<file path="src/rtl/cmd_uart_tx.sv">
// cmd_uart_tx
//   Serializes 32-bit command/response words onto a UART 8N1 line.
//   Each accepted word goes out as 4 bytes, MSB byte first.
//   Each byte is sent LSB first, framed by one start bit and STOP_BITS stop bits.
//   The block has its own baud divider, so no external uart instance is needed.
//
// Ports
//   clk                sole clock
//   reset_i            asynchronous active-high reset
//   cmd_axis_tvalid_i  word valid from the producer
//   cmd_axis_tready_o  high only while idle; the word is taken on tvalid && tready
//   cmd_axis_tdata_i   word to send; [31:24] goes out first
//   tx_o               registered UART serial output, idle high
//   busy_o             a word is in flight
//
// Parameters
//   FREQ_MHZ, BAUD_RATE  give CLKS_PER_BIT = FREQ_MHZ*1e6/BAUD_RATE (must be >= 2)
//   STOP_BITS            1 or 2 stop bits per byte

module cmd_uart_tx #(
  parameter int FREQ_MHZ  = 25,
  parameter int BAUD_RATE = 115200,
  parameter int STOP_BITS = 1
) (
  input  logic        clk,
  input  logic        reset_i,
  input  logic        cmd_axis_tvalid_i,
  output logic        cmd_axis_tready_o,
  input  logic [31:0] cmd_axis_tdata_i,
  output logic        tx_o,
  output logic        busy_o
);

  localparam int CLKS_PER_BIT = (FREQ_MHZ * 1000000) / BAUD_RATE;
  localparam int STOP_CLKS    = STOP_BITS * CLKS_PER_BIT;
  // The counter must reach the longest phase, which is the stop period.
  localparam int CNT_W        = (STOP_CLKS > 1) ? $clog2(STOP_CLKS) : 1;

  localparam logic [CNT_W-1:0] BIT_LAST  = CNT_W'(CLKS_PER_BIT - 1);
  localparam logic [CNT_W-1:0] STOP_LAST = CNT_W'(STOP_CLKS - 1);

  typedef enum logic [1:0] {
    IDLE  = 2'd0,
    START = 2'd1,
    DATA  = 2'd2,
    STOP  = 2'd3
  } state_t;

  state_t            state, state_n;
  logic [1:0]        byte_idx, byte_idx_n;
  logic [2:0]        bit_cnt, bit_cnt_n;
  logic [CNT_W-1:0]  baud_cnt, baud_cnt_n;
  logic [31:0]       holding, holding_n;
  logic              tx_q, tx_n;
  logic [7:0]        cur_byte;
  logic [2:0]        next_bit;
  logic              handshake;

  // Ready comes only from the registered state. It is also forced low while reset is held.
  assign cmd_axis_tready_o = (state == IDLE) && !reset_i;
  assign busy_o            = (state != IDLE);
  assign tx_o              = tx_q;
  assign handshake         = cmd_axis_tvalid_i && cmd_axis_tready_o;
  assign next_bit          = bit_cnt + 3'd1;

  // Select the byte currently on the wire: index 0 is the most significant byte.
  always_comb begin
    cur_byte = holding[31:24];
    case (byte_idx)
      2'd0:    cur_byte = holding[31:24];
      2'd1:    cur_byte = holding[23:16];
      2'd2:    cur_byte = holding[15:8];
      default: cur_byte = holding[7:0];
    endcase
  end

  // Next-state logic.
  // tx_n is the line level for the next cycle, so tx_o can stay a plain flop.
  // Each phase counts 0..last and then reloads to zero, so bit periods are exact and never drift.
  always_comb begin
    state_n    = state;
    byte_idx_n = byte_idx;
    bit_cnt_n  = bit_cnt;
    baud_cnt_n = baud_cnt;
    holding_n  = holding;
    tx_n       = tx_q;

    case (state)
      IDLE: begin
        tx_n = 1'b1;
        if (handshake) begin
          holding_n  = cmd_axis_tdata_i;
          state_n    = START;
          byte_idx_n = 2'd0;
          bit_cnt_n  = 3'd0;
          baud_cnt_n = '0;
          tx_n       = 1'b0;
        end
      end

      START: begin
        if (baud_cnt == BIT_LAST) begin
          baud_cnt_n = '0;
          bit_cnt_n  = 3'd0;
          state_n    = DATA;
          tx_n       = cur_byte[0];
        end else begin
          baud_cnt_n = baud_cnt + 1'b1;
        end
      end

      DATA: begin
        if (baud_cnt == BIT_LAST) begin
          baud_cnt_n = '0;
          if (bit_cnt == 3'd7) begin
            state_n = STOP;
            tx_n    = 1'b1;
          end else begin
            bit_cnt_n = next_bit;
            tx_n      = cur_byte[next_bit];
          end
        end else begin
          baud_cnt_n = baud_cnt + 1'b1;
        end
      end

      STOP: begin
        tx_n = 1'b1;
        if (baud_cnt == STOP_LAST) begin
          baud_cnt_n = '0;
          if (byte_idx == 2'd3) begin
            state_n = IDLE;
          end else begin
            // The next start bit follows straight on, with no idle gap.
            byte_idx_n = byte_idx + 2'd1;
            state_n    = START;
            tx_n       = 1'b0;
          end
        end else begin
          baud_cnt_n = baud_cnt + 1'b1;
        end
      end

      default: begin
        state_n = IDLE;
        tx_n    = 1'b1;
      end
    endcase
  end

  // State register.
  // Reset drives the line high at once and drops any partial word.
  always_ff @(posedge clk or posedge reset_i) begin
    if (reset_i) begin
      state    <= IDLE;
      byte_idx <= 2'd0;
      bit_cnt  <= 3'd0;
      baud_cnt <= '0;
      holding  <= 32'd0;
      tx_q     <= 1'b1;
    end else begin
      state    <= state_n;
      byte_idx <= byte_idx_n;
      bit_cnt  <= bit_cnt_n;
      baud_cnt <= baud_cnt_n;
      holding  <= holding_n;
      tx_q     <= tx_n;
    end
  end

endmodule
</file>
<file path="config.mk">
export PLATFORM = sky130hd
export DESIGN_NAME = cmd_uart_tx
export DESIGN_NICKNAME = d
export VERILOG_FILES = /design/src/rtl/cmd_uart_tx.sv
export SDC_FILE = /design/constraint.sdc
export NUM_CORES = 1
export LEC_CHECK = 0
export BUFFER_PORTS_ARGS = -buffer_cell sky130_fd_sc_hd__buf_4
export CAP_MARGIN = 30
export CORE_MARGIN = 4
export CORE_UTILIZATION = 51
export DETAILED_ROUTE_END_ITERATION = 8
export PLACE_DENSITY = 0.84
export SLEW_MARGIN = 20
export SYNTH_ARGS = -nofsm -noshare
export SYNTH_HDL_FRONTEND = slang
export SYNTH_SLANG_ARGS = --single-unit
</file>
<file path="constraint.sdc">
create_clock -name clk -period 2.1 [get_ports clk]
set_input_delay 0.105 -clock clk [delete_from_list [all_inputs] [get_ports clk]]
set_output_delay 0.105 -clock clk [all_outputs]
set_load 0.1 [all_outputs]
</file>
==> results.py, run 1 <==
metrics = {
    "grt": {
        "track_usage_pct": 18.3,
        "grt_start_max_net_pins": 49,
        "grt_pass1_vias": 1846,
        "grt_pass1_wl_mm": 8.87,
        "grt-ovfl-total": 0,
        "antenna_found_initial": 0,
    },
    "critical_path": {
        "required_ns": 2.32,
        "cp-end-kind": "register",
        "arrival_ns": 2.28,
        "crit_fanout": 8,
        "critPathKind": "reg -> reg",
        "worstSetupStartpointType": "register",
    },
    "status": {
        "outcome": "finished with violations",
        "violations": "negative hold slack",
    },
    "run": {
        "maxCapViolations": 0,
    },
    "power_and_ir_drop": {
        "p_seq_share_pct": 39.2,
        "power_frac_clock_pct": 16.7,
        "p_comb_share_pct": 44.1,
        "power.density_nw_per_um2": 1310,
        "fin_total_pwr_mw": 3.88,
        "switching_share_pct": 37.5,
        "vdd_ir_drop_max_mv": 0.701,
        "p_leak_nw": 1.42,
        "internal_power_mw": 2.43,
        "switching_power_mw": 1.45,
    },
    "drt": {
        "drc": 0,
        "first_pass_iters": 6,
        "route.vias.total": 1806,
        "postRouteAntennaNets": 0,
        "wl_per_cell_microns": 16.4,
        "detail_route.vias_per_cell": 5.86,
        "wl_mm": 5.05,
        "drt_iter0_drc": 214,
    },
    "finish": {
        "n_fill_cell": 383,
        "drive_gt1_share_pct": 38.2,
        "finish.utilization_pct": 63.2,
        "diodes": 0,
        "seq_area_sq_um": 1200,
        "num-nets-final": 301,
        "final_common_cell": "dfrtp_1",
        "multiInputGateArea_sq_um": 1190,
        "layout_common_cells": "47 x dfrtp_1, 44 x buf_4, 33 x mux2_2, 12 x nor2_1, 10 x ha_1",
        "area_growth_pct": 20.2,
    },
    "sta": {
        "maxSlewHeadroom_pct": 59.5,
        "final.setup_skew_ns": 0.00752,
        "min_period_ns": 2.06,
        "setup_violations": 0,
        "holdWs_ns": -0.0179,
        "drv_slew": 0,
        "worstMarginPinSlew_ns": 0.608,
        "hold_viol_final": 11,
        "rsz0062_at_grt": "true",
        "fmax_ghz": 0.485,
        "period_share_pct": 98.1,
    },
    "hold_path": {
        "hold_class": "in -> async",
    },
    "place": {
        "io_buffer_count": 37,
        "place.gp.congestion": 0.782,
        "post-dp-hpwl_mm": 3.71,
    },
    "synthesis": {
        "synth.area.top_cells": "dfrtp_1 48%, mux2_2 15%, ha_1 6.6%, a222oi_1 2.4%, nor2_1 2.0%",
        "synth_top_area_cell": "dfrtp_1",
        "synth.distinct_cells": 47,
        "synthFlopType": "dfrtp_1",
        "yosysWarnings": 0,
        "syn_area_sq_um": 2470,
        "async_flop_share_pct": 100,
        "postSynthNetCount": 259,
        "yosysSeqAreaShare_pct": 48.7,
        "avgSynthCellArea_sq_um": 11.7,
        "synth_cells": 211,
        "synth-seq-cells": 48,
        "synth_edf_count": 0,
        "yosysTopAreaCellShare_pct": 47.7,
    },
    "floorplan": {
        "fp-row-count": 25,
        "core_area_sq_um": 4690,
        "start_util_pct": 52.6,
        "die_w_microns": 77.6,
        "die_height_microns": 77.6,
        "fp.dieArea_sq_um": 6010,
        "pin_count": 38,
    },
    "cts": {
        "cts.clk_slew.worst_paths_ns": 0.09,
        "clock_sinks": 48,
        "cts_made_buffers": 5,
        "h-tree-depth": 2,
        "cts_tree": "done",
        "cts_root_buffer": "clkbuf_8",
        "clk_latency_ns": 0.30,
        "hold_buffers": 0,
        "cts_buffer_depth": 2,
    },
}
==> cell type report <==
cell class	count	area share [%]
flip-flops and latches	48	40.5
repair buffers	45	11.8
clock buffers	5	2.32
clock inverters	3	1.43
well taps	54	2.28
multi-input cells	142	40.2
inverters	11	1.39
==> synthesized netlist by cell type (3+ instances only) <==
| cell | number |
|---|---|
| a21oi_1 | 7 |
| clkbuf_1 | 4 |
| mux2_2 | 33 |
| nor2_1 | 13 |
| a222oi_1 | 6 |
| a211oi_1 | 3 |
| nand2_1 | 9 |
| a22oi_1 | 4 |
| xor2_1 | 5 |
| ha_1 | 13 |
| inv_1 | 10 |
| dfrtp_1 | 47 |
| o21ai_0 | 7 |
| buf_2 | 4 |
| nand3_1 | 5 |
| nor2b_1 | 4 |
==> logic make-up (layout without fill, tap and decap cells) <==
logic type / count (synthesis) / in the layout / synth area share [%]
multiplexers: 37 / 37 / 17.2
buffers and inverters: 21 / 64 / 3.70
flip-flops: 48 / 48 / 48.7
AO/OA/AOI/OAI: 41 / 41 / 12.3
AND/OR/NAND/NOR: 45 / 45 / 9.28
adder cells (fa/ha/maj): 13 / 13 / 6.59
XOR/XNOR: 6 / 6 / 2.13
==> layer usage <==
layer | share of wire, % | vias to the layer above | global-route usage, %
met2 | 51 | 54 | 29.4
li1 | - | 859 | -
met4 | 0.83 | 0 | 6.05
met3 | 5.0 | 5 | 3.71
met1 | 43 | 888 | 25.0
met5 | 0 | - | 0
==> power groups by stage <==
stage	clock network [mW]	logic [mW]	registers [mW]
finish	0.649	1.71	1.52
global route	0.726	1.91	1.56
CTS	0.671	1.71	1.52
detailed placement	0	1.65	1.54
global placement	0	1.57	1.53
floorplan	0	1.24	1.50
==> critical path, stage by stage (launching register included) <==
cell and delay (ns):
dfrtp_1 0.41, buf_4 0.16, ha_4 0.19, a222oi_1 0.36, a21oi_1 0.12, mux4_2 0.47, a211oi_2 0.19, a211oi_1 0.09
==> timing repair <==
action / 4_1_cts / 5_1_grt
setup buffers: 2 / 0
pin swaps: 3 / 3
gates resized for setup: 3 / 2
setup endpoints to repair: 1 / 1
==> state kept, by name, indices dropped and copies added, names as in the netlist <==
register,cells
holding,32
byte_idx,2
baud_cnt,8
bit_cnt,3
tx_o,1
state,2
==> metrics by stage <==
stage / std cells / TNS [ns] / setup WS [ns] / area [sq um] / hold slack (ns)
6_report: 308 / 0 / 0.0390 / 2970 / -0.0179
5_1_grt: 308 / -0.109 / -0.109 / 2970 / 0.0149
4_1_cts: 308 / 0 / 0.00572 / 2960 / 0.00870
3_5_place_dp: 298 / -0.0538 / -0.0538 / 2820 / 0.334
3_3_place_gp: 298 / 0 / 0.0478 / 2820 / 0.322
2_1_floorplan: 211 / -0.356 / -0.165 / 2470 / 0.256
==> worst paths after layout <==
kind / startpoint / to / slack (ns) / cells after the start
worst max-delay path: byte_idx[0] / tx_o / 0.04 / 7
worst min-delay path: reset_i / baud_cnt[1] / -0.02 / 3
max in group asynchronous: reset_i / holding[27] / 1.69 / 3
worst max register to register: byte_idx[0] / tx_o / 0.04 / 7
min in group clk: cmd_axis_tdata_i[4] / holding[4] / 0.03 / 2
worst min register to register: holding[3] / holding[3] / 0.52 / 1
No activity file was read; power rests on OpenSTA's default activity.
==> inputs of run 2 (changes only) <==
ABC_AREA = 1   (was not set)
PLACE_DENSITY = 0.83   (was 0.84)
SETUP_SLACK_MARGIN = 0.1   (was not set)
==> run 2 against run 1 <==
  * The run now ends clean
  * Register-to-register slack better by 0.22 ns
  * First-iteration DRC count down 43%
  * Clock power up 7.9%
  * Combinational power down 54%
  * Critical path depth up 2
  * Worst hold slack better by 0.019 ns
  * Synthesized cell count up 54%
  * Via count up 24%
  * Die area up 2.5%
  * Maximum frequency up 12%
  * Total power down 31%
  * Critical path type unchanged
  * Largest power group is now sequential cells
==> results.py, run 2 <==
metrics = {
    "synthesis": {
        "synth_top_area_cell": "dfrtp_1",
        "synth.area.top_cells": "dfrtp_1 46%, nand2_1 19%, ha_1 6.4%, inv_1 5.0%, nand3_1 3.9%",
        "yosys.area_share.simple_pct": 29.8,
        "yosysTopAreaCellShare_pct": 46.4,
        "synthAdderAreaFrac_pct": 6.41,
        "synthFlopType": "dfrtp_1",
        "yosysWarnings": 0,
        "async_flop_share_pct": 100,
        "synth-seq-cells": 48,
        "synth_compound_area_share_pct": 9.12,
        "ys_top_cells_by_count": "127 x nand2_1, 47 x dfrtp_1, 34 x inv_1",
        "postSynthNetCount": 372,
        "yosysSeqAreaShare_pct": 47.4,
        "synth-xor-area-share_pct": 0,
        "avgSynthCellArea_sq_um": 7.83,
        "synth_edf_count": 0,
        "yosys-mux-area-fraction_pct": 0,
        "synth_cells": 324,
        "synth_top_family_by_area": "simple AND/OR/NAND/NOR gates",
        "yosysMostFrequentCell": "nand2_1",
        "syn_area_sq_um": 2540,
        "synth.distinct_cells": 31,
    },
    "critical_path": {
        "critPathKind": "reg -> reg",
        "crit_fanout": 4,
        "required_ns": 2.26,
        "cp-end-kind": "register",
        "arrival_ns": 2.00,
        "worstSetupStartpointType": "register",
        "r2r_slack_ns": 0.26,
    },
    "sta": {
        "worstMarginPinSlew_ns": 0.594,
        "worst_slack_ns": 0.259,
        "rsz0062_at_grt": "false",
        "drv_slew": 0,
        "min_period_ns": 1.84,
        "hold_viol_final": 0,
        "tns_ns": 0,
        "period_share_pct": 87.7,
        "final.setup_skew_ns": 0.0138,
        "maxSlewHeadroom_pct": 60.4,
        "fmax_ghz": 0.543,
        "setup_violations": 0,
    },
    "power_and_ir_drop": {
        "p_seq_share_pct": 44.3,
        "p_comb_share_pct": 29.5,
        "power.density_nw_per_um2": 836,
        "switching_share_pct": 33.5,
        "internal_power_mw": 1.78,
        "switching_power_mw": 0.895,
        "power_frac_clock_pct": 26.2,
        "vdd_ir_drop_max_mv": 0.485,
        "p_leak_nw": 1.67,
    },
    "cts": {
        "h-tree-depth": 2,
        "clk_latency_ns": 0.30,
        "cts_tree": "done",
        "cts_buffer_depth": 2,
        "clock_sinks": 48,
        "cts_made_buffers": 5,
        "cts_root_buffer": "clkbuf_8",
        "cts.clk_slew.worst_paths_ns": 0.09,
    },
    "drt": {
        "wl_per_cell_microns": 12.5,
        "wl_mm": 5.55,
        "first_pass_iters": 4,
        "highest_layer": "met4",
        "drt_iter0_drc": 123,
        "wl_met1_mm": 2.46,
        "met3RoutedLength_microns": 286,
        "drc": 0,
        "route.vias.total": 2243,
        "postRouteAntennaNets": 0,
        "detail_route.vias_per_cell": 5.04,
        "wl_met2_mm": 2.68,
    },
    "grt": {
        "grt_pass1_vias": 2188,
        "antenna_found_initial": 0,
        "track_usage_pct": 19.6,
        "grt_start_max_net_pins": 42,
        "grt_pass1_wl_mm": 9.60,
        "grt-ovfl-total": 0,
    },
    "place": {
        "pre_cts_ws_ns": 0.206,
        "place.gp.congestion": 0.879,
        "io_buffer_count": 37,
        "dpl_cell_area_sq_um": 2910,
        "post-dp-hpwl_mm": 3.90,
    },
    "run": {
        "maxCapViolations": 0,
    },
    "floorplan": {
        "fp.dieArea_sq_um": 6170,
        "die_w_microns": 78.5,
        "start_util_pct": 53.0,
        "core_area_sq_um": 4790,
        "fp-row-count": 25,
        "pin_count": 38,
        "die_height_microns": 78.5,
    },
    "hold_path": {
        "hold_class": "in -> reg",
    },
    "finish": {
        "reg_top3": "holding: 32 flops, baud_cnt: 8 flops, bit_cnt: 3 flops",
        "seq_area_sq_um": 1200,
        "layout_common_cells": "127 x nand2_1, 47 x dfrtp_1, 42 x buf_4, 31 x inv_1, 20 x nand3_1",
        "num-nets-final": 425,
        "final_common_cell": "nand2_1",
        "drive_gt1_share_pct": 18.5,
        "area_growth_pct": 25.9,
        "fin_area_sq_um": 3200,
        "diodes": 0,
        "n_fill_cell": 369,
        "regMostFlops": "holding",
        "multiInputGateArea_sq_um": 1170,
        "largest_reg_flops": 32,
    },
    "status": {
        "outcome": "completed",
    },
}
-- run 2: path summary, 6_finish.rpt --
| check | end | start | depth (start not counted) |
|---|---|---|---|
| max in group asynchronous | tx_o | reset_i | 4 |
| setup reg to reg | state[0] | state[1] | 9 |
| setup / recovery | state[0] | state[1] | 9 |
| min in group asynchronous | holding[5] | reset_i | 3 |
| hold / removal | holding[9] | cmd_axis_tdata_i[9] | 3 |
| hold reg to reg | tx_o | tx_o | 2 |
-- run 2: layout make-up --
class                      count  area share (%)
clock inverter                 2            1.21
timing repair buffer          57            14.6
tap                           67            2.62
clock buffer                   6            2.58
sequential                    48            37.6
inverter                      37            4.82
multi-input combinational    228            36.6
-- run 2: kinds of logic after synthesis --
| kind of cell | count (synthesis) |
|---|---|
| and+or+nand+nor | 173 |
| buffers and inverters | 48 |
| DFF | 48 |
| AOI/OAI and AO/OA | 42 |
| adders and majority gates | 13 |
-- run 2: metrics by stage --
stage | hold WS [ns] | instances | power (mW) | util (%)
6_report | 0.00104 | 445 | 2.67 | 66.8
3_5_place_dp | 0.204 | 421 | 1.95 | 60.9
3_3_place_gp | 0.206 | 421 | 1.93 | 60.9
4_1_cts | 0.0000122 | 444 | 2.68 | 66.6
5_1_grt | 0.00470 | 445 | 2.85 | 66.8
2_1_floorplan | 0.215 | 324 | 1.76 | -
-- run 2: critical path, stage by stage, from the launching register on --
cell	delay, ns
dfrtp_1	0.43
inv_2	0.09
ha_1	0.20
or2_2	0.30
nand2_1	0.07
inv_1	0.06
nor2_2	0.12
o211ai_1	0.18
o21ai_1	0.16
o21ai_0	0.09
-- run 2: routing by layer --
| metal | global-route usage [%] | up-vias |
|---|---|---|
| met5 | 0 | - |
| li1 | - | 1123 |
| met4 | 6.99 | 0 |
| met1 | 25.6 | 1045 |
| met3 | 4.13 | 13 |
| met2 | 32.1 | 62 |
-- run 2: power by group through the flow --
stage	sequential (mW)	combinational (mW)	clock, mW
after floorplan	1.24	0.516	0
after global placement	1.19	0.738	0
after detailed placement	1.20	0.751	0
after CTS	1.18	0.784	0.712
after global routing	1.21	0.893	0.750
final	1.18	0.788	0.700
-- run 2: timing repair --
item,CTS,global route
endpoints found under the hold margin,39,0
gates resized for setup,0,2
buffers inserted,0,1
hold buffers,15,0
setup endpoints to repair,0,1
==> inputs of run 3 (changes only) <==
CELL_PAD_IN_SITES_DETAIL_PLACEMENT = 0   (was not set)
CELL_PAD_IN_SITES_GLOBAL_PLACEMENT = 1   (was not set)
CORE_UTILIZATION = 37   (was 51)
PLACE_DENSITY = 0.82   (was 0.83)
==> run 3 against run 2 <==
  * Largest cell class unchanged
  * Non-clock buffer count down 6
  * Clock power fell by 24%
  * Setup slack improved by 0.015 ns
  * Clock skew down 0.0093 ns
  * Final cell count up 0.90%
  * Register-to-register slack about the same
  * Global-route usage shrank 5.0 points
  * Maximum frequency is 0.80% higher
  * First-iteration DRC count is 8.1% lower
  * Utilization decreased by 19 points
==> results.py, run 3 (synthesis gave the netlist of run 2 again) <==
metrics = {
    "critical_path": {
        "crit_fanout": 7,
        "path_common_cell": "nor2_4",
        "worst_path_largest_cell_delay_ns": 0.43,
        "required_ns": 2.28,
        "r2r_slack_ns": 0.27,
        "cp-end-kind": "register",
        "cp_slowest_cell": "dfrtp_1",
        "crit_family": "simple AND/OR/NAND/NOR gates",
        "critPathCapture": "baud_cnt[7]",
        "worst-path-stages": 12,
        "arrival_ns": 2.00,
        "path_cells": "inv_2, ha_4, inv_8, nor2_4, nand2_4, clkinv_4, nor2_4, inv_4, nand3_4, nor3_4, and3_1, nor3_2",
        "cp-startpoint": "state[1]",
        "path_buf_inv": 4,
        "r2r-end": "baud_cnt[7]",
        "reg2reg_depth": 12,
        "critPathKind": "reg -> reg",
        "timing.rr.start": "state[1]",
        "worstSetupStartpointType": "register",
    },
    "drt": {
        "route.vias.total": 2147,
        "detail_route.vias_per_cell": 4.78,
        "wl_per_cell_microns": 12.5,
        "wl_mm": 5.60,
        "postRouteAntennaNets": 0,
        "first_pass_iters": 4,
        "drc": 0,
        "drt_iter0_drc": 113,
    },
    "finish": {
        "n_fill_cell": 640,
        "diodes": 0,
        "num-nets-final": 419,
        "reg_top3": "holding: 32 flops, baud_cnt: 8 flops, bit_cnt: 3 flops",
        "drive_gt1_share_pct": 18.3,
        "largest_reg_flops": 32,
        "seq_area_sq_um": 1200,
        "multiInputGateArea_sq_um": 1170,
        "final_common_cell": "nand2_1",
        "area_growth_pct": 23.4,
        "regMostFlops": "holding",
        "fin_area_sq_um": 3130,
        "layout_common_cells": "127 x nand2_1, 47 x dfrtp_1, 39 x buf_4, 31 x inv_1, 20 x nand3_1",
    },
    "floorplan": {
        "fp.dieArea_sq_um": 8250,
        "start_util_pct": 39.1,
        "die_w_microns": 90.8,
        "pin_count": 38,
        "fp-row-count": 29,
        "die_height_microns": 90.8,
        "core_area_sq_um": 6490,
    },
    "sta": {
        "worstMarginPinSlew_ns": 0.505,
        "period_share_pct": 87.0,
        "worst_slack_ns": 0.273,
        "min_period_ns": 1.83,
        "fmax_ghz": 0.547,
        "setup_violations": 0,
        "hold_viol_final": 0,
        "maxSlewHeadroom_pct": 66.3,
        "final.setup_skew_ns": 0.00445,
        "drv_slew": 0,
        "rsz0062_at_grt": "true",
    },
    "power_and_ir_drop": {
        "power.density_nw_per_um2": 795,
        "switching_share_pct": 35.0,
        "p_comb_share_pct": 31.2,
        "internal_power_mw": 1.62,
        "power_frac_clock_pct": 21.5,
        "vdd_ir_drop_max_mv": 0.355,
        "p_leak_nw": 1.62,
        "p_seq_share_pct": 47.3,
        "switching_power_mw": 0.871,
    },
    "cts": {
        "clock_sinks": 48,
        "cts_buffer_depth": 2,
        "post_cts_buffers": 0,
        "cts_made_buffers": 5,
        "clk_latency_ns": 0.30,
        "cts.clk_slew.worst_paths_ns": 0.09,
        "h-tree-depth": 2,
        "cts_root_buffer": "clkbuf_8",
        "cts_tree": "done",
    },
    "grt": {
        "grt_use_met2_pct": 24.7,
        "antenna_found_initial": 0,
        "use_met1_pct": 18.6,
        "grt_pass1_vias": 2223,
        "grt_start_max_net_pins": 42,
        "track_usage_pct": 14.6,
        "grt_pass1_wl_mm": 9.87,
        "grtUsageMet3_pct": 3.00,
        "grt-ovfl-total": 0,
        "grt.busiest_layer": "met2",
    },
    "hold_path": {
        "hold_class": "in -> reg",
    },
    "place": {
        "pre_cts_ws_ns": 0.249,
        "io_buffer_count": 37,
        "post-dp-hpwl_mm": 4.08,
        "dpl_cell_area_sq_um": 2930,
        "place.gp.congestion": 0.819,
    },
    "status": {
        "outcome": "completed",
    },
    "run": {
        "maxCapViolations": 0,
    },
}
run 3: area by class of cell:
class                           count  share of cell area [%]
Sequential cell                    48                    38.4
Multi-Input combinational cell    228                    37.5
Timing Repair Buffer               51                    13.5
Inverter                           37                    4.92
Tap cell                           77                    3.08
Clock buffer                        7                    2.44
Clock inverter                      1                   0.160
run 3: stage by stage:
step	std cells	setup TNS, ns	util [%]	total power, mW	hold slack, ns
2_1_floorplan	324	-0.713	-	1.76	0.215
3_3_place_gp	430	0	45.1	1.95	0.193
3_5_place_dp	430	0	45.1	1.96	0.201
4_1_cts	449	0	48.1	2.51	0.00190
5_1_grt	449	0	48.2	2.69	0.00179
6_report	449	0	48.2	2.49	0.00538
run 3: layer usage:
layer  wire length, microns  vias to the layer above  part of all wire [%]
met5                      0                        -                     0
met4                     64                        0                   1.1
met3                    229                        7                   4.1
met2                   2740                       38                    49
li1                       -                     1115                     -
met1                   2560                      987                    46
run 3: power by group through the flow:
| stage | logic [mW] | registers, mW | clock network, mW |
|---|---|---|---|
| after floorplan | 0.516 | 1.24 | 0 |
| after global placement | 0.758 | 1.19 | 0 |
| after detailed placement | 0.765 | 1.20 | 0 |
| final | 0.778 | 1.18 | 0.535 |
| after global routing | 0.894 | 1.20 | 0.597 |
| after CTS | 0.783 | 1.18 | 0.552 |
run 3: what timing repair did:
item                                    CTS  global route
gates resized for setup                   0             3
endpoints found under the hold margin    30             0
endpoints found under the setup margin    0             2
hold buffers                             11             0
run 3: worst min path at each step:
stage	startpoint	endpoint	cells past startpoint
global placement	reset_i	baud_cnt[5]	2
detailed placement	reset_i	baud_cnt[5]	2
finish	cmd_axis_tdata_i[18]	holding[18]	3
global route	cmd_axis_tdata_i[27]	holding[27]	3
CTS	cmd_axis_tdata_i[27]	holding[27]	3
floorplan	cmd_axis_tdata_i[10]	holding[10]	2
run 3: worst min-delay path: stages:
cell     delay [ns]
buf_4          0.08
nand2_1        0.04
nand2_1        0.05
